### src/rtl/hp0_ring_writer.sv
// AXI4-Lite single-beat writer: streams 32-bit words into a circular buffer
// in PS DDR through the HP0 port, one outstanding transaction at a time.
module hp0_ring_writer #(
    parameter int ADDR_W = 32,
    parameter int PTR_W  = 16
) (
    input  logic              aclk,
    input  logic              aresetn,
    input  logic              enable,
    input  logic [ADDR_W-1:0] base_addr,
    input  logic [PTR_W-1:0]  size_words,
    input  logic              s_valid,
    input  logic [31:0]       s_data,
    output logic              s_ready,
    output logic [ADDR_W-1:0] m_awaddr,
    output logic [2:0]        m_awprot,
    output logic              m_awvalid,
    input  logic              m_awready,
    output logic [31:0]       m_wdata,
    output logic [3:0]        m_wstrb,
    output logic              m_wvalid,
    input  logic              m_wready,
    input  logic [1:0]        m_bresp,
    input  logic              m_bvalid,
    output logic              m_bready,
    output logic [PTR_W-1:0]  wr_idx,
    output logic [15:0]       wrap_cnt,
    output logic              busy,
    output logic              err
);

    // Handshake rule for every channel (s_*, aw, w, b): a beat transfers on a
    // rising edge where valid && ready; a raised valid holds its payload stable
    // and stays high until that edge.

    typedef enum logic [1:0] {
        IDLE      = 2'd0,
        ADDR_DATA = 2'd1,
        RESP      = 2'd2
    } state_t;

    state_t state, state_next;

    logic              enable_q;
    logic              load_pend;
    logic [ADDR_W-3:0] base_q;
    logic [PTR_W-1:0]  size_q;
    logic              load_req;
    logic              accept;
    logic              b_done;
    logic              last_word;
    logic [PTR_W:0]    idx_inc;
    logic [PTR_W:0]    ring_len;
    logic [ADDR_W-1:0] next_addr;

    // A rise seen while busy is remembered and applied on return to IDLE.
    assign load_req  = (enable && !enable_q) || load_pend;
    assign s_ready   = (state == IDLE) && enable && !load_req;
    assign accept    = s_valid && s_ready;
    assign b_done    = (state == RESP) && m_bvalid;
    assign m_bready  = (state == RESP);
    assign busy      = (state != IDLE);
    assign m_awprot  = 3'b000;
    assign m_wstrb   = 4'hF;

    // size 0 encodes 2**PTR_W: the extra top bit set with all-zero low bits.
    assign idx_inc   = {1'b0, wr_idx} + 1'b1;
    assign ring_len  = {(size_q == '0), size_q};
    assign last_word = (idx_inc == ring_len);
    assign next_addr = {base_q, 2'b00} + ADDR_W'({wr_idx, 2'b00});

    always_comb begin
        state_next = state;
        case (state)
            IDLE:      if (accept) state_next = ADDR_DATA;
            ADDR_DATA: if ((!m_awvalid || m_awready) && (!m_wvalid || m_wready))
                           state_next = RESP;
            RESP:      if (m_bvalid) state_next = IDLE;
            default:   state_next = IDLE;
        endcase
    end

    always_ff @(posedge aclk or negedge aresetn) begin
        if (!aresetn) state <= IDLE;
        else          state <= state_next;
    end

    always_ff @(posedge aclk or negedge aresetn) begin
        if (!aresetn) begin
            enable_q  <= 1'b0;
            load_pend <= 1'b0;
            base_q    <= '0;
            size_q    <= '0;
            m_awaddr  <= '0;
            m_awvalid <= 1'b0;
            m_wdata   <= '0;
            m_wvalid  <= 1'b0;
            wr_idx    <= '0;
            wrap_cnt  <= '0;
            err       <= 1'b0;
        end else begin
            enable_q <= enable;
            if (state != IDLE) begin
                if (enable && !enable_q) load_pend <= 1'b1;
            end else begin
                load_pend <= 1'b0;
            end

            if (state == IDLE && load_req) begin
                base_q   <= base_addr[ADDR_W-1:2];
                size_q   <= size_words;
                wr_idx   <= '0;
                wrap_cnt <= '0;
                err      <= 1'b0;
            end

            if (accept) begin
                m_awaddr  <= next_addr;
                m_wdata   <= s_data;
                m_awvalid <= 1'b1;
                m_wvalid  <= 1'b1;
            end else begin
                if (m_awvalid && m_awready) m_awvalid <= 1'b0;
                if (m_wvalid && m_wready)   m_wvalid  <= 1'b0;
            end

            // The index moves on even for error responses; there is no retry.
            if (b_done) begin
                if (m_bresp != 2'b00) err <= 1'b1;
                if (last_word) begin
                    wr_idx <= '0;
                    if (wrap_cnt != 16'hFFFF) wrap_cnt <= wrap_cnt + 16'd1;
                end else begin
                    wr_idx <= idx_inc[PTR_W-1:0];
                end
            end
        end
    end

endmodule

### config.mk
export PLATFORM = sky130hd
export DESIGN_NAME = hp0_ring_writer
export DESIGN_NICKNAME = d
export VERILOG_FILES = /design/src/rtl/hp0_ring_writer.sv
export SDC_FILE = /design/constraint.sdc
export NUM_CORES = 1
export LEC_CHECK = 0
export ABC_AREA = 0
export ABC_CLOCK_PERIOD_IN_PS = 3600
export BUFFER_PORTS_ARGS = -buffer_cell sky130_fd_sc_hd__buf_2
export CAP_MARGIN = 20
export CELL_PAD_IN_SITES_DETAIL_PLACEMENT = 0
export CELL_PAD_IN_SITES_GLOBAL_PLACEMENT = 1
export CORE_MARGIN = 5
export CORE_UTILIZATION = 40
export CTS_CLUSTER_SIZE = 16
export DETAILED_ROUTE_END_ITERATION = 6
export GPL_TIMING_DRIVEN = 1
export MAX_ROUTING_LAYER = met4
export PLACE_DENSITY_LB_ADDON = 0.3
export SETUP_SLACK_MARGIN = 0.1
export SYNTH_ARGS = -nofsm -noshare
export SYNTH_HDL_FRONTEND = slang
export SYNTH_SLANG_ARGS = --single-unit
### constraint.sdc
create_clock -name aclk -period 3.6 [get_ports aclk]
set_input_delay 0.54 -clock aclk [delete_from_list [all_inputs] [get_ports aclk]]
set_output_delay 0.54 -clock aclk [all_outputs]
set_load 0.01 [all_outputs]
# After elaboration in Yosys (flattened, before gate mapping)
# Cells that the tools add are included.
[word_totals] regBits=149 output_inout_bits=109
[classes] eq_ne=8 mux=20 reduce_logical=24 addsub=3
[op_table] operator="$mux W16" count=7
[op_table] operator="$add A32 B18 Y32" count=1
[op_table] operator="$add A16 B1 Y17 const B" count=1
[op_table] operator="$eq A17 B17 Y1" count=1
[op_table] operator="$add A16 B1 Y16 const B" count=1
[op_table] operator="$logic_not A16 Y1" count=1
[op_table] operator="$ne A16 B16 Y1 const B" count=1
[op_table] operator="$reduce_bool A2 Y1" count=5
[op_table] operator="$logic_and A1 B1 Y1" count=9
[op_table] operator="$mux W1" count=9
[op_table] operator="$mux W2" count=3
[op_table] operator="$ne A2 B2 Y1 const B" count=3
[op_table] operator="$pmux W2 S3" count=1
[op_table] operator="$logic_not A1 Y1" count=4
[op_table] operator="$logic_or A1 B1 Y1" count=3
[op_table] operator="$reduce_and A3 Y1" count=1
[op_table] operator="$eq A2 B1 Y1 const B" count=1
[op_table] operator="$eq A2 B2 Y1 const B" count=1
[op_table] operator="$logic_not A2 Y1" count=1
[op_table] operator="$ne A2 B1 Y1 const B" count=1

# Depth between registers and ports, before layout
[depth] word_depth=8 depth_mapped=11 ltp_nobuf=10

# Worst setup path before layout
# No wires, ideal clock.
[synth_timing] path_type="register to register" startpoint="register wr_idx[1]" endpoint="register wrap_cnt[11]" setup_time_ps=118 stages_incl_launch_ff=12 period_less_slack_ps=3294 path_buffers=2 arrival_time_ps=3176 path_slack_ps=306 path_cell_list="dfrtp_1 ha_1 nand3_1 nor4_1 xnor2_1 nand4_1 or4_4 or4_4 buf_6 and2_4 buf_6 a21o_1"
[synth_between] elab_chain_cells=4
[synth_rtl] item="from (decl)" line="26" source="output logic [PTR_W-1:0] wr_idx,"
[synth_rtl] item="from (signal assigned)" line="134" source="wr_idx <= idx_inc[PTR_W-1:0];"
[synth_rtl] item="$add A16 B1 Y17" line="67" source="assign idx_inc = {1'b0, wr_idx} + 1'b1;"
[synth_rtl] item="$eq A17 B17 Y1" line="69" source="assign last_word = (idx_inc == ring_len);"
[synth_rtl] item="$mux W16" line="130" source="if (last_word) begin"
[synth_rtl] item="$mux W16" line="128" source="if (b_done) begin"
[synth_rtl] item="to (signal assigned)" line="132" source="if (wrap_cnt != 16'hFFFF) wrap_cnt <= wrap_cnt + 16'd1;"
[synth_rtl] item="to (decl)" line="27" source="output logic [15:0] wrap_cnt,"
# No other way between the ends.
# A chain may end at the register's enable or synchronous reset.

# Final worst setup path
[layout_timing] startpoint="register wr_idx[0]" endpoint="register wrap_cnt[2]"
# Same word-level chain as after synthesis.

==> impl_metrics.xml <==
<?xml version="1.0" encoding="UTF-8"?>
<metrics>
  <group name="logic_synthesis">
    <metric name="synth_cell_type_count" unit="">67</metric>
    <metric name="synth_largest_type_area_fraction" unit="">0.472</metric>
    <metric name="synth_seq_cells" unit="">147</metric>
    <metric name="synth_enable_flop_cells" unit="">0</metric>
    <metric name="post_synth_inst_count" unit="">820</metric>
    <metric name="ys_top_cells_by_area" unit="">sky130_fd_sc_hd__dfrtp_1 (47%), sky130_fd_sc_hd__nand2_1 (8.8%), sky130_fd_sc_hd__mux2_2 (6.6%)</metric>
    <metric name="synthFlopType" unit="">sky130_fd_sc_hd__dfrtp_1</metric>
    <metric name="synth.yosys.warnings" unit="">0</metric>
    <metric name="postSynth.asyncResetShare" unit="">1.00</metric>
    <metric name="synth_top_cells_by_count" unit="">sky130_fd_sc_hd__nand2_1 (182), sky130_fd_sc_hd__dfrtp_1 (147), sky130_fd_sc_hd__o21ai_0 (53)</metric>
    <metric name="postSynthAreaPerCell" unit="µm²">9.51</metric>
    <metric name="proportion_of_synthesized_chip_area_in_sequential_cells" unit="">0.472</metric>
    <metric name="synth_largest_area_cell" unit="">sky130_fd_sc_hd__dfrtp_1</metric>
    <metric name="post-synth-top-count-cell" unit="">sky130_fd_sc_hd__nand2_1</metric>
    <metric name="post_synth_instance_area" unit="µm²">7800</metric>
  </group>
  <group name="final_layout">
    <metric name="flow.area_growth_from_synthesis" unit="%">24.3</metric>
    <metric name="final_nets" unit="">1111</metric>
    <metric name="final.fill_count" unit="">1884</metric>
    <metric name="finish.utilization" unit="">0.501</metric>
    <metric name="drive_above_1_share" unit="">0.298</metric>
    <metric name="layout.area.seq" unit="µm²">3680</metric>
    <metric name="multi_input_comb_area" unit="µm²">3860</metric>
  </group>
  <group name="worst_setup_path">
    <metric name="critical-path-top-cell-by-count" unit="">sky130_fd_sc_hd__or4_4</metric>
    <metric name="crit_slowest_cell" unit="">sky130_fd_sc_hd__nor4_1</metric>
    <metric name="timing.critical_path.arrival" unit="ps">3590</metric>
    <metric name="worst_path_dominant_cell_family" unit="">simple AND/OR/NAND/NOR gates</metric>
    <metric name="critical-path-max-stage-delay" unit="ps">570</metric>
    <metric name="startpoint_type" unit="">flip-flop</metric>
    <metric name="worst_setup_path_end_kind" unit="">flip-flop</metric>
    <metric name="path_class" unit="">flip-flop to flip-flop</metric>
    <metric name="sequence_of_cells_on_the_critical_path" unit="">ha_1 -&gt; nand3_1 -&gt; nor4_1 -&gt; xnor2_1 -&gt; nand4_1 -&gt; or4_4 -&gt; or4_4 -&gt; buf_4 -&gt; a21oi_1 -&gt; a21o_1</metric>
    <metric name="worstPathRequired" unit="ps">3960</metric>
    <metric name="critPathMaxFanout" unit="">16</metric>
    <metric name="timing.critical_path.buf_inv" unit="">1</metric>
  </group>
  <group name="pwr">
    <metric name="combPwrFrac" unit="">0.265</metric>
    <metric name="share_clk_of_total_power" unit="">0.327</metric>
    <metric name="power.switching_fraction" unit="">0.313</metric>
    <metric name="p_int" unit="µW">4060</metric>
    <metric name="vdd_ir_drop_max" unit="mV">0.359</metric>
    <metric name="p_leak" unit="µW">0.00480</metric>
    <metric name="power_density" unit="nW/µm²">610</metric>
    <metric name="power.share.sequential" unit="">0.408</metric>
    <metric name="p_switching" unit="µW">1850</metric>
    <metric name="total_power" unit="µW">5910</metric>
  </group>
  <group name="grt">
    <metric name="grt_pass1_vias" unit="">6165</metric>
    <metric name="grt_start_max_net_pins" unit="">82</metric>
    <metric name="track_usage" unit="">0.188</metric>
    <metric name="gr-usage-met1" unit="">0.259</metric>
    <metric name="grt-ovfl-total" unit="">0</metric>
    <metric name="routing_usage_on_met2" unit="">0.283</metric>
    <metric name="gr_met3_demand_resource" unit="">0.0400</metric>
    <metric name="grt-busiest-layer" unit="">met2</metric>
    <metric name="grt_antenna_before_repair" unit="">2</metric>
    <metric name="grt_first_pass_wirelength" unit="mm">32.6</metric>
  </group>
  <group name="sta">
    <metric name="setup_repair_after_global_routing_missed_its_margin" unit="">false</metric>
    <metric name="setup-tns-final" unit="ps">0</metric>
    <metric name="period_needed" unit="ps">3230</metric>
    <metric name="hold_viol_final" unit="">0</metric>
    <metric name="slew_headroom" unit="">0.478</metric>
    <metric name="min_period_over_period" unit="">0.898</metric>
    <metric name="setup_viol" unit="">0</metric>
    <metric name="worstMarginPinSlew" unit="ps">782</metric>
    <metric name="fmax" unit="MHz">309</metric>
    <metric name="finalClockSkew" unit="ps">14.4</metric>
    <metric name="slew_viol_final" unit="">0</metric>
  </group>
  <group name="outcome">
    <metric name="status" unit="">finished clean</metric>
  </group>
  <group name="route">
    <metric name="via_count" unit="">6530</metric>
    <metric name="route.final.wire_length" unit="mm">20.3</metric>
    <metric name="wl_per_cell" unit="µm">15.8</metric>
    <metric name="detailedRoute.firstIterationViolations" unit="">292</metric>
    <metric name="drt_pre_antenna_iters" unit="">7</metric>
    <metric name="post-route-drc-count" unit="">0</metric>
    <metric name="via_per_inst" unit="">5.09</metric>
    <metric name="detail-route-antenna-nets" unit="">0</metric>
  </group>
  <group name="min_path">
    <metric name="worstHoldPathType" unit="">primary input to asynchronous set/reset pin</metric>
  </group>
  <group name="die">
    <metric name="ios" unit="">198</metric>
    <metric name="rows" unit="">51</metric>
    <metric name="die_width" unit="µm">150</metric>
    <metric name="design.die.area" unit="µm²">22400</metric>
    <metric name="fp.coreArea" unit="µm²">19300</metric>
    <metric name="floorplan.die.height" unit="µm">150</metric>
    <metric name="initial_utilization" unit="">0.403</metric>
  </group>
  <group name="clocking">
    <metric name="cts_hold_buf" unit="">0</metric>
    <metric name="htreeDepth" unit="">4</metric>
    <metric name="cts.sink_count" unit="">147</metric>
    <metric name="root_buffer" unit="">sky130_fd_sc_hd__clkbuf_16</metric>
    <metric name="cts.reportedPaths.clkPinSlew" unit="ps">60</metric>
    <metric name="insertion_delay_of_the_later_clocked_pin_in_the_worst_skew_pair" unit="ps">420</metric>
    <metric name="cts_inserted_buffers" unit="">17</metric>
    <metric name="clock_tree_from_tritoncts" unit="">built</metric>
    <metric name="clk_path_buf_depth" unit="">2</metric>
  </group>
  <group name="run">
    <metric name="maxCapViolations" unit="">0</metric>
  </group>
  <group name="placed_design">
    <metric name="port-buffer-count" unit="">186</metric>
    <metric name="place_hpwl" unit="mm">14.9</metric>
    <metric name="gp_routability_congestion" unit="">0.810</metric>
  </group>
</metrics>
-- repair_timing --
item | in CTS | in global routing
setup endpoints to repair | 0 | 19
setup buffers | 0 | 0
gates resized for setup | 0 | 2
-- path summary, 6_finish.rpt --
check / slack (ps) / cells past startpoint / from / endpoint
max: 370 / 10 / wr_idx[0] / wrap_cnt[2]
min: 160 / 1 / aresetn / m_wdata[30]
max reg2reg: 370 / 10 / wr_idx[0] / wrap_cnt[2]
min reg2reg: 470 / 2 / m_wdata[8] / m_wdata[8]
max in group asynchronous: 2610 / 2 / aresetn / base_q[28]
min in group aclk: 270 / 1 / enable / enable_q
-- per-stage QoR --
step	setup slack [ps]	instances	hold slack (ps)	area, µm²
floorplan	306	827	244	7820
global placement	306	1249	451	9030
detailed placement	266	1249	458	9030
CTS	262	1281	199	9670
global route	159	1283	220	9690
finish	369	1283	156	9690
-- metal layers --
layer  up-vias  part of all wire
li1       3241                 -
met1      3077              0.47
met2       198              0.46
met3        14             0.063
met4         0             0.012
met5         -                 0
-- cell usage in the layout, fill, tap and decap left out, types with 18 or more instances in the layout --
master,count
sky130_fd_sc_hd__a21oi_1,36
sky130_fd_sc_hd__buf_2,185
sky130_fd_sc_hd__buf_4,21
sky130_fd_sc_hd__dfrtp_1,147
sky130_fd_sc_hd__ha_1,18
sky130_fd_sc_hd__mux2_2,46
sky130_fd_sc_hd__nand2_1,181
sky130_fd_sc_hd__nand3_1,23
sky130_fd_sc_hd__nor2_1,18
sky130_fd_sc_hd__o21ai_0,53
sky130_fd_sc_hd__xor2_1,26
-- registers in the layout, summed over array words and instances (netlist names) --
| signal | cells |
|---|---|
| m_awvalid | 1 |
| wr_idx | 16 |
| m_wdata | 32 |
| wrap_cnt | 16 |
| m_wvalid | 1 |
| m_awaddr | 30 |
| load_pend | 1 |
| size_q | 16 |
| base_q | 30 |
| state | 2 |
| enable_q | 1 |
| err | 1 |
-- cells by family (layout without fill, tap and decap cells) --
group                    after synthesis  count (layout)  synth area share
multiplexers                          53              53            0.0754
XOR/XNOR                              42              42            0.0472
AND/OR/NAND/NOR                      328             328             0.203
AO/OA/AOI/OAI                        162             162             0.130
other                                  2              11          0.000963
buffers and inverters                 67             256            0.0398
adder cells (fa/ha/maj)               19              19            0.0315
flip-flops                           147             147             0.472
-- area by class of cell --
type,instances,share of cell area
Antenna cell,2,0.000517
Clock buffer,19,0.0447
Clock inverter,13,0.0214
Inverter,16,0.00620
Multi-Input combinational cell,613,0.398
Sequential cell,147,0.380
Tap cell,265,0.0342
Timing Repair Buffer,208,0.115
-- power groups by stage --
stage / Sequential [µW] / Clock, µW / Combinational (µW)
floorplan: 2530 / 0 / 864
global placement: 2430 / 0 / 1570
detailed placement: 2450 / 0 / 1590
CTS: 2420 / 1990 / 1590
global route: 2470 / 2070 / 1760
finish: 2410 / 1930 / 1560
-- worst register-to-register path, stage by stage, from the launching register on --
cell	delay (ps)
sky130_fd_sc_hd__dfrtp_1	360
sky130_fd_sc_hd__ha_1	270
sky130_fd_sc_hd__nand3_1	280
sky130_fd_sc_hd__nor4_1	570
sky130_fd_sc_hd__xnor2_1	170
sky130_fd_sc_hd__nand4_1	100
sky130_fd_sc_hd__or4_4	440
sky130_fd_sc_hd__or4_4	530
sky130_fd_sc_hd__buf_4	210
sky130_fd_sc_hd__a21oi_1	140
sky130_fd_sc_hd__a21o_1	100
Note: power is estimated with default switching activity, not from simulation.
